--- src/rtl/spi_slave_receiver_if.sv ---
// Bus between the SPI shift buffer and the command-frame receiver.
// The buffer side drives the bit window; the receiver side returns the decoded frame.
interface spi_slave_receiver_if;
    logic [7:0]  io_InputBuffer;
    logic        io_BufferChanged;
    logic [7:0]  io_DataBlockSize;
    logic        io_CommandReadFinished;
    logic        io_ArgumentReadFinished;
    logic        io_ReadSuccess;
    logic [5:0]  io_Command;
    logic [31:0] io_CommandArgument;
    logic [2:0]  io____state;

    modport slave (
        input  io_InputBuffer, io_BufferChanged, io_DataBlockSize,
        output io_CommandReadFinished, io_ArgumentReadFinished, io_ReadSuccess,
        output io_Command, io_CommandArgument, io____state
    );

    modport master (
        output io_InputBuffer, io_BufferChanged, io_DataBlockSize,
        input  io_CommandReadFinished, io_ArgumentReadFinished, io_ReadSuccess,
        input  io_Command, io_CommandArgument, io____state
    );
endinterface

--- src/rtl/spi_slave_receiver.sv ---
// Bit-serial receiver for 48-bit SD-style SPI command frames: extracts the
// command index and argument, checks CRC7 and the end bit.
module spi_slave_receiver (
    input  logic                 clock,
    input  logic                 reset,
    spi_slave_receiver_if.slave  bus
);
    localparam int unsigned CMD_W = 6;
    localparam int unsigned ARG_W = 32;
    localparam int unsigned CRC_W = 7;
    localparam int unsigned CNT_W = 6;
    localparam logic [CRC_W-1:0] CRC_POLY = 7'h09;

    typedef enum logic [2:0] {
        ST_IDLE  = 3'd0,
        ST_TXBIT = 3'd1,
        ST_CMD   = 3'd2,
        ST_ARG   = 3'd3,
        ST_CRC   = 3'd4,
        ST_END   = 3'd5,
        ST_DONE  = 3'd6
    } state_e;

    state_e             state_q, state_d;
    logic               chg_prev_q;
    logic [CNT_W-1:0]   cnt_q, cnt_d;
    logic [CRC_W-1:0]   crc_q, crc_d;
    logic [CRC_W-1:0]   crc_cap_q, crc_cap_d;
    logic               end_bit_q, end_bit_d;
    logic [CMD_W-1:0]   cmd_q, cmd_d;
    logic [ARG_W-1:0]   arg_q, arg_d;
    logic               cmd_done_q, cmd_done_d;
    logic               arg_done_q, arg_done_d;
    logic               success_q, success_d;

    logic               strobe_c;
    logic               bit_c;
    logic [CRC_W-1:0]   crc_next_c;
    logic               unused_c;

    // One bit per rising edge of the buffer-changed flag, however long it stays high.
    assign strobe_c   = bus.io_BufferChanged & ~chg_prev_q;
    assign bit_c      = bus.io_InputBuffer[0];
    assign crc_next_c = {crc_q[CRC_W-2:0], 1'b0} ^ ((crc_q[CRC_W-1] ^ bit_c) ? CRC_POLY : '0);
    assign unused_c   = ^{bus.io_DataBlockSize, bus.io_InputBuffer[7:1]};

    always_comb begin
        state_d    = state_q;
        cnt_d      = cnt_q;
        crc_d      = crc_q;
        crc_cap_d  = crc_cap_q;
        end_bit_d  = end_bit_q;
        cmd_d      = cmd_q;
        arg_d      = arg_q;
        cmd_done_d = cmd_done_q;
        arg_done_d = arg_done_q;
        success_d  = success_q;

        unique case (state_q)
            ST_IDLE: begin
                if (strobe_c && !bit_c) begin
                    state_d    = ST_TXBIT;
                    cmd_done_d = 1'b0;
                    arg_done_d = 1'b0;
                    success_d  = 1'b0;
                    // A zero start bit shifted into a cleared register leaves it zero.
                    crc_d      = '0;
                end
            end
            ST_TXBIT: begin
                if (strobe_c) begin
                    if (bit_c) begin
                        state_d = ST_CMD;
                        cnt_d   = '0;
                        crc_d   = crc_next_c;
                    end else begin
                        state_d = ST_IDLE;
                    end
                end
            end
            ST_CMD: begin
                if (strobe_c) begin
                    cmd_d = {cmd_q[CMD_W-2:0], bit_c};
                    crc_d = crc_next_c;
                    if (cnt_q == CNT_W'(CMD_W - 1)) begin
                        cmd_done_d = 1'b1;
                        cnt_d      = '0;
                        state_d    = ST_ARG;
                    end else begin
                        cnt_d = cnt_q + CNT_W'(1);
                    end
                end
            end
            ST_ARG: begin
                if (strobe_c) begin
                    arg_d = {arg_q[ARG_W-2:0], bit_c};
                    crc_d = crc_next_c;
                    if (cnt_q == CNT_W'(ARG_W - 1)) begin
                        arg_done_d = 1'b1;
                        cnt_d      = '0;
                        state_d    = ST_CRC;
                    end else begin
                        cnt_d = cnt_q + CNT_W'(1);
                    end
                end
            end
            ST_CRC: begin
                if (strobe_c) begin
                    crc_cap_d = {crc_cap_q[CRC_W-2:0], bit_c};
                    if (cnt_q == CNT_W'(CRC_W - 1)) begin
                        cnt_d   = '0;
                        state_d = ST_END;
                    end else begin
                        cnt_d = cnt_q + CNT_W'(1);
                    end
                end
            end
            ST_END: begin
                if (strobe_c) begin
                    end_bit_d = bit_c;
                    state_d   = ST_DONE;
                end
            end
            ST_DONE: begin
                success_d = (crc_cap_q == crc_q) && end_bit_q;
                state_d   = ST_IDLE;
            end
            default: state_d = ST_IDLE;
        endcase
    end

    always_ff @(posedge clock) begin
        if (reset) begin
            state_q    <= ST_IDLE;
            chg_prev_q <= 1'b0;
            cnt_q      <= '0;
            crc_q      <= '0;
            crc_cap_q  <= '0;
            end_bit_q  <= 1'b0;
            cmd_q      <= '0;
            arg_q      <= '0;
            cmd_done_q <= 1'b0;
            arg_done_q <= 1'b0;
            success_q  <= 1'b0;
        end else begin
            state_q    <= state_d;
            chg_prev_q <= bus.io_BufferChanged;
            cnt_q      <= cnt_d;
            crc_q      <= crc_d;
            crc_cap_q  <= crc_cap_d;
            end_bit_q  <= end_bit_d;
            cmd_q      <= cmd_d;
            arg_q      <= arg_d;
            cmd_done_q <= cmd_done_d;
            arg_done_q <= arg_done_d;
            success_q  <= success_d;
        end
    end

    assign bus.io_CommandReadFinished  = cmd_done_q;
    assign bus.io_ArgumentReadFinished = arg_done_q;
    assign bus.io_ReadSuccess          = success_q;
    assign bus.io_Command              = cmd_q;
    assign bus.io_CommandArgument      = arg_q;
    assign bus.io____state             = 3'(state_q);
endmodule

--- src/flat_wrapper.sv ---
// flat-port wrapper written by rule: the top's interface ports become plain ports
module spi_slave_receiver_flat 
  (clock, reset, bus_io_InputBuffer, bus_io_BufferChanged, bus_io_DataBlockSize, bus_io_CommandReadFinished, bus_io_ArgumentReadFinished, bus_io_ReadSuccess, bus_io_Command, bus_io_CommandArgument, bus_io____state);
  spi_slave_receiver_if bus_i ();
  input  logic clock;
  input  logic reset;
  input wire logic [$bits(bus_i.io_InputBuffer)-1:0] bus_io_InputBuffer;
  input wire logic [$bits(bus_i.io_BufferChanged)-1:0] bus_io_BufferChanged;
  input wire logic [$bits(bus_i.io_DataBlockSize)-1:0] bus_io_DataBlockSize;
  output wire logic [$bits(bus_i.io_CommandReadFinished)-1:0] bus_io_CommandReadFinished;
  output wire logic [$bits(bus_i.io_ArgumentReadFinished)-1:0] bus_io_ArgumentReadFinished;
  output wire logic [$bits(bus_i.io_ReadSuccess)-1:0] bus_io_ReadSuccess;
  output wire logic [$bits(bus_i.io_Command)-1:0] bus_io_Command;
  output wire logic [$bits(bus_i.io_CommandArgument)-1:0] bus_io_CommandArgument;
  output wire logic [$bits(bus_i.io____state)-1:0] bus_io____state;
  assign bus_i.io_InputBuffer = bus_io_InputBuffer;
  assign bus_i.io_BufferChanged = bus_io_BufferChanged;
  assign bus_i.io_DataBlockSize = bus_io_DataBlockSize;
  assign bus_io_CommandReadFinished = bus_i.io_CommandReadFinished;
  assign bus_io_ArgumentReadFinished = bus_i.io_ArgumentReadFinished;
  assign bus_io_ReadSuccess = bus_i.io_ReadSuccess;
  assign bus_io_Command = bus_i.io_Command;
  assign bus_io_CommandArgument = bus_i.io_CommandArgument;
  assign bus_io____state = bus_i.io____state;
  spi_slave_receiver u_core (.clock(clock), .reset(reset), .bus(bus_i));
endmodule
--- config.mk ---
export PLATFORM = sky130hd
export DESIGN_NAME = spi_slave_receiver_flat
export DESIGN_NICKNAME = d
export VERILOG_FILES = /design/src/rtl/spi_slave_receiver_if.sv /design/src/rtl/spi_slave_receiver.sv /design/src/flat_wrapper.sv
export SDC_FILE = /design/constraint.sdc
export NUM_CORES = 1
export LEC_CHECK = 0
export BUFFER_PORTS_ARGS = -buffer_cell sky130_fd_sc_hd__clkbuf_2
export CORE_MARGIN = 1.5
export CORE_UTILIZATION = 30
export CTS_BUF_LIST = sky130_fd_sc_hd__clkbuf_8
export DETAILED_ROUTE_END_ITERATION = 10
export GPL_ROUTABILITY_DRIVEN = 0
export PLACE_DENSITY_LB_ADDON = 0.3
export SLEW_MARGIN = 0
export SYNTH_ARGS = -nofsm -noshare
export SYNTH_HDL_FRONTEND = slang
export SYNTH_SLANG_ARGS = --single-unit
--- constraint.sdc ---
create_clock -name clock -period 1.54 [get_ports clock]
set_input_delay 0.077 -clock clock [delete_from_list [all_inputs] [get_ports clock]]
set_output_delay 0.077 -clock clock [all_outputs]
set_load 0.005 [all_outputs]
==> results.md <==
- Clock-pin slew on the worst setup and hold paths: approximately 0.07 ns
- Fin area: 3680 um2
- P_int: 0.00273 W
- Post-DRT Antenna Nets: 0
- Average wire per standard cell: roughly 12 um
- CTS Buffer Depth: 2
- Post-Layout Cell Count: roughly 540
- Post-synth EDFFs: 0
- Crit path capture type: flip-flop
- Max Cap Viol: 0
- Hold violation count in the final report: 0
- Hold Crit Class: in -> reg
- Cell Area, Placed: around 3300 um2
- Register area: roughly 1300 um2
- Combinational Power Share: 0.045
- Share of cells above drive strength 1: 0.295
- Port bufs: 47
- Remaining DRCs: 5
- Fin nets: ~440
- Die W: 98.9 um
- Cell Chain, Critical Path: nor4b_4 > nand3b_1 > or4_1 > a21oi_1 > o21ba_2
- Synthesis-to-layout area growth: 33.3%
- Starting DRC count in detailed routing: 157
- H-tree levels: 3
- PD cells: between 900 and 1000 nW/um2
- Synth cell types: 38
- Vias in the first global route: ~2.2k
- Total gr overflow: 0
- Final wirelength: between 6 and 7 mm
- Synth warnings: 0
- Worst path max stage delay: 0.43 ns
- Drt first pass iters: 7
- Sequential power share: 0.486
- Hold_ws: between 0.2 and 0.25 ns
- Final setup violation count: 1
- Synth Cell Area: between 2000 and 3000 um2
- Vias post-DR: about 2.6k
- Max Slew Vio Count: 0
- Clock power share: 0.468
- Tot GR Track Use: 0.135
- Clock Latency Late Sink: about 0.35 ns
- Run status: finished, violations left
- CP arrival: ~1.9 ns
- Cell Rows: 34
- Failing checks: design-rule violations, negative setup slack
- Fin crit share: 1.02
- Maximum clock frequency: about 640 MHz
- Final worst slack: -0.0313 ns
- Cell count after synthesis: between 300 and 400
- Chip height: slightly below 100 um
- Vias/cell: 4.77
- Clk_skew: slightly below 0.008 ns
- Avg Synthesized Cell Area: around 7.9 um2
- Number of clock sinks: between 60 and 70
- Crit path max fanout: 3
- RSZ-0062 raised after global routing: true
- Sw frac: 0.224
- Ys async rst share: 0
- Io pins: 63
- Final core utilization: 0.418
- CP max stage cell: or4_1
- Sequential element share of the synthesized area: 0.479
- DIE AREA: between 9000 and 10000 um2
- Initial Util: 0.313
- Setup CP Type: reg -> reg
- CP required: around 1.8 ns
- Global-route wire length before repair: approximately 11 mm
- Synth Register Bits: between 60 and 70
- Peak VDD IR: roughly 0.30 mV
- Total power: approximately 0.0035 W
- CTS buffer count: 9
- Core ar.: around 8800 um2
- Leakage: about 1.4 nW
- Largest net degree at the start of global routing: 38
- Detail Placement HPWL: 4.35 mm
- Net Sw Power: between 0.0007 and 0.0008 W
- Max-slew headroom: 0.763
- Antenna fix cells: 0
- Clock Root Buffer: clkbuf_8
- Top_reg_cell synth: dfxtp_1
- Synth Net Count: ~370
- Area occupied by multi-input gates: 1400 um2
- Placed cell count: roughly 520
- Worst Setup Start Kind: flip-flop
- Fill cells: ~900
- CTS tree: yes
- Worst-Margin Slew: roughly 0.35 ns
- Minimum clock period after layout: roughly 1.6 ns
- Initial antenna violation count: 0
==> logic make-up (layout without fill, tap and decap cells) <==
group,count (synthesis),count (layout),synth area share
AND/OR/NAND/NOR,163,163,0.268
adder cells (fa/ha/maj),3,3,0.0136
multiplexers,1,1,0.00363
AO/OA/AOI/OAI,79,80,0.158
XOR/XNOR,11,11,0.0349
buffers and inverters,27,103,0.0431
flip-flops,66,66,0.479
==> sequential cells by signal, summed over array words and instances, names as in the netlist, 3 cells and up <==
| signal | cells |
|---|---|
| u_core.bus.io_CommandArgument | 32 |
| u_core.crc_cap_q | 7 |
| u_core.crc_q | 7 |
| u_core.bus.io_Command | 6 |
| u_core.cnt_q | 6 |
| u_core.bus.io____state | 3 |
==> power groups by stage <==
| stage | sequential, W | clock, W | combinational (W) |
|---|---|---|---|
| CTS | 0.00171 | 0.00168 | 0.000152 |
| finish | 0.00171 | 0.00165 | 0.000160 |
| floorplan | 0.00175 | 0 | 0.0000894 |
| global route | 0.00171 | 0.00178 | 0.000176 |
| global placement | 0.00175 | 0 | 0.000147 |
| detailed placement | 0.00175 | 0 | 0.000147 |
==> cells in the final DEF (no fill, tap or decap), types with 3 or more instances in the layout <==
cell type,instances
inv_1,3
a21oi_1,60
xor2_1,8
nand3_2,3
dfxtp_1,59
nand2_1,97
clkbuf_8,10
buf_4,30
clkbuf_2,47
buf_12,4
o21ai_0,3
xnor2_1,3
ha_1,3
nor2_1,11
nor2b_1,5
nand3_1,25
dfxtp_2,7
==> per-layer routing <==
metal / up-vias / global-route usage / routed length, um
met2: 70 / 0.196 / 2930
met4: 0 / 0.0615 / 92
met1: 1143 / 0.180 / 3040
met5: - / 0 / 0
met3: 8 / 0.0447 / 363
li1: 1333 / - / -
==> per-stage QoR <==
stage / setup slack (ns) / setup TNS (ns)
finish: -0.0313 / -0.0313
floorplan: -0.0237 / -0.0276
CTS: -0.00114 / -0.00114
detailed placement: -0.0237 / -0.0237
global placement: -0.00247 / -0.00247
global route: -0.0910 / -0.149
==> Yosys cell counts (3+ instances only) <==
library cell,number,area (um2)
a211oi_1,3,22.5
a21oi_1,60,300
clkbuf_1,20,75.1
dfxtp_1,66,1320
ha_1,3,37.5
inv_1,3,11.3
nand2_1,98,368
nand3_1,28,140
nor2_1,12,45.0
nor2b_1,5,31.3
o21ai_0,4,20.0
xnor2_1,3,26.3
xor2_1,8,70.1
==> path summary, 6_finish.rpt <==
| path | start | end | slack (ns) | depth (start not counted) |
|---|---|---|---|---|
| worst max-delay path | u_core.cnt_q[3]$_SDFFE_PP0P_ | u_core.bus.io____state[0]$_SDFFE_PP0P_ | -0.03 | 5 |
| worst min-delay path | bus_io_InputBuffer[0] | u_core.bus.io_CommandArgument[0]$_SDFFE_PP0P_ | 0.22 | 4 |
| worst max register to register | u_core.cnt_q[3]$_SDFFE_PP0P_ | u_core.bus.io____state[0]$_SDFFE_PP0P_ | -0.03 | 5 |
| worst min register to register | u_core.bus.io_CommandArgument[31]$_SDFFE_PP0P_ | u_core.bus.io_CommandArgument[31]$_SDFFE_PP0P_ | 0.46 | 2 |
==> worst max-delay path, delay by kind of cell, from the launching register on <==
family             cells  cell delay [ns]
and+or+nand+nor        3             0.90
AOI/OAI and AO/OA      2             0.27
DFF                    1             0.34
==> final cells by class <==
cell class,instances,share of cell area
Clock buffer,10,0.0374
Clock inverter,6,0.0241
Inverter,3,0.00306
Multi-Input combinational cell,258,0.382
Sequential cell,66,0.362
Tap cell,108,0.0367
Timing Repair Buffer,84,0.155
==> repair_timing <==
| item | 4_1_cts | 5_1_grt |
|---|---|---|
| setup buffers | 0 | 1 |
| endpoints found under the setup margin | 4 | 25 |
| hold endpoints to repair | 3 | 0 |
| cloned | 0 | 1 |
| pin swaps | 2 | 8 |
| hold buffers | 2 | 0 |
| gates resized for setup | 2 | 20 |
No activity file was read; power rests on OpenSTA's default activity.
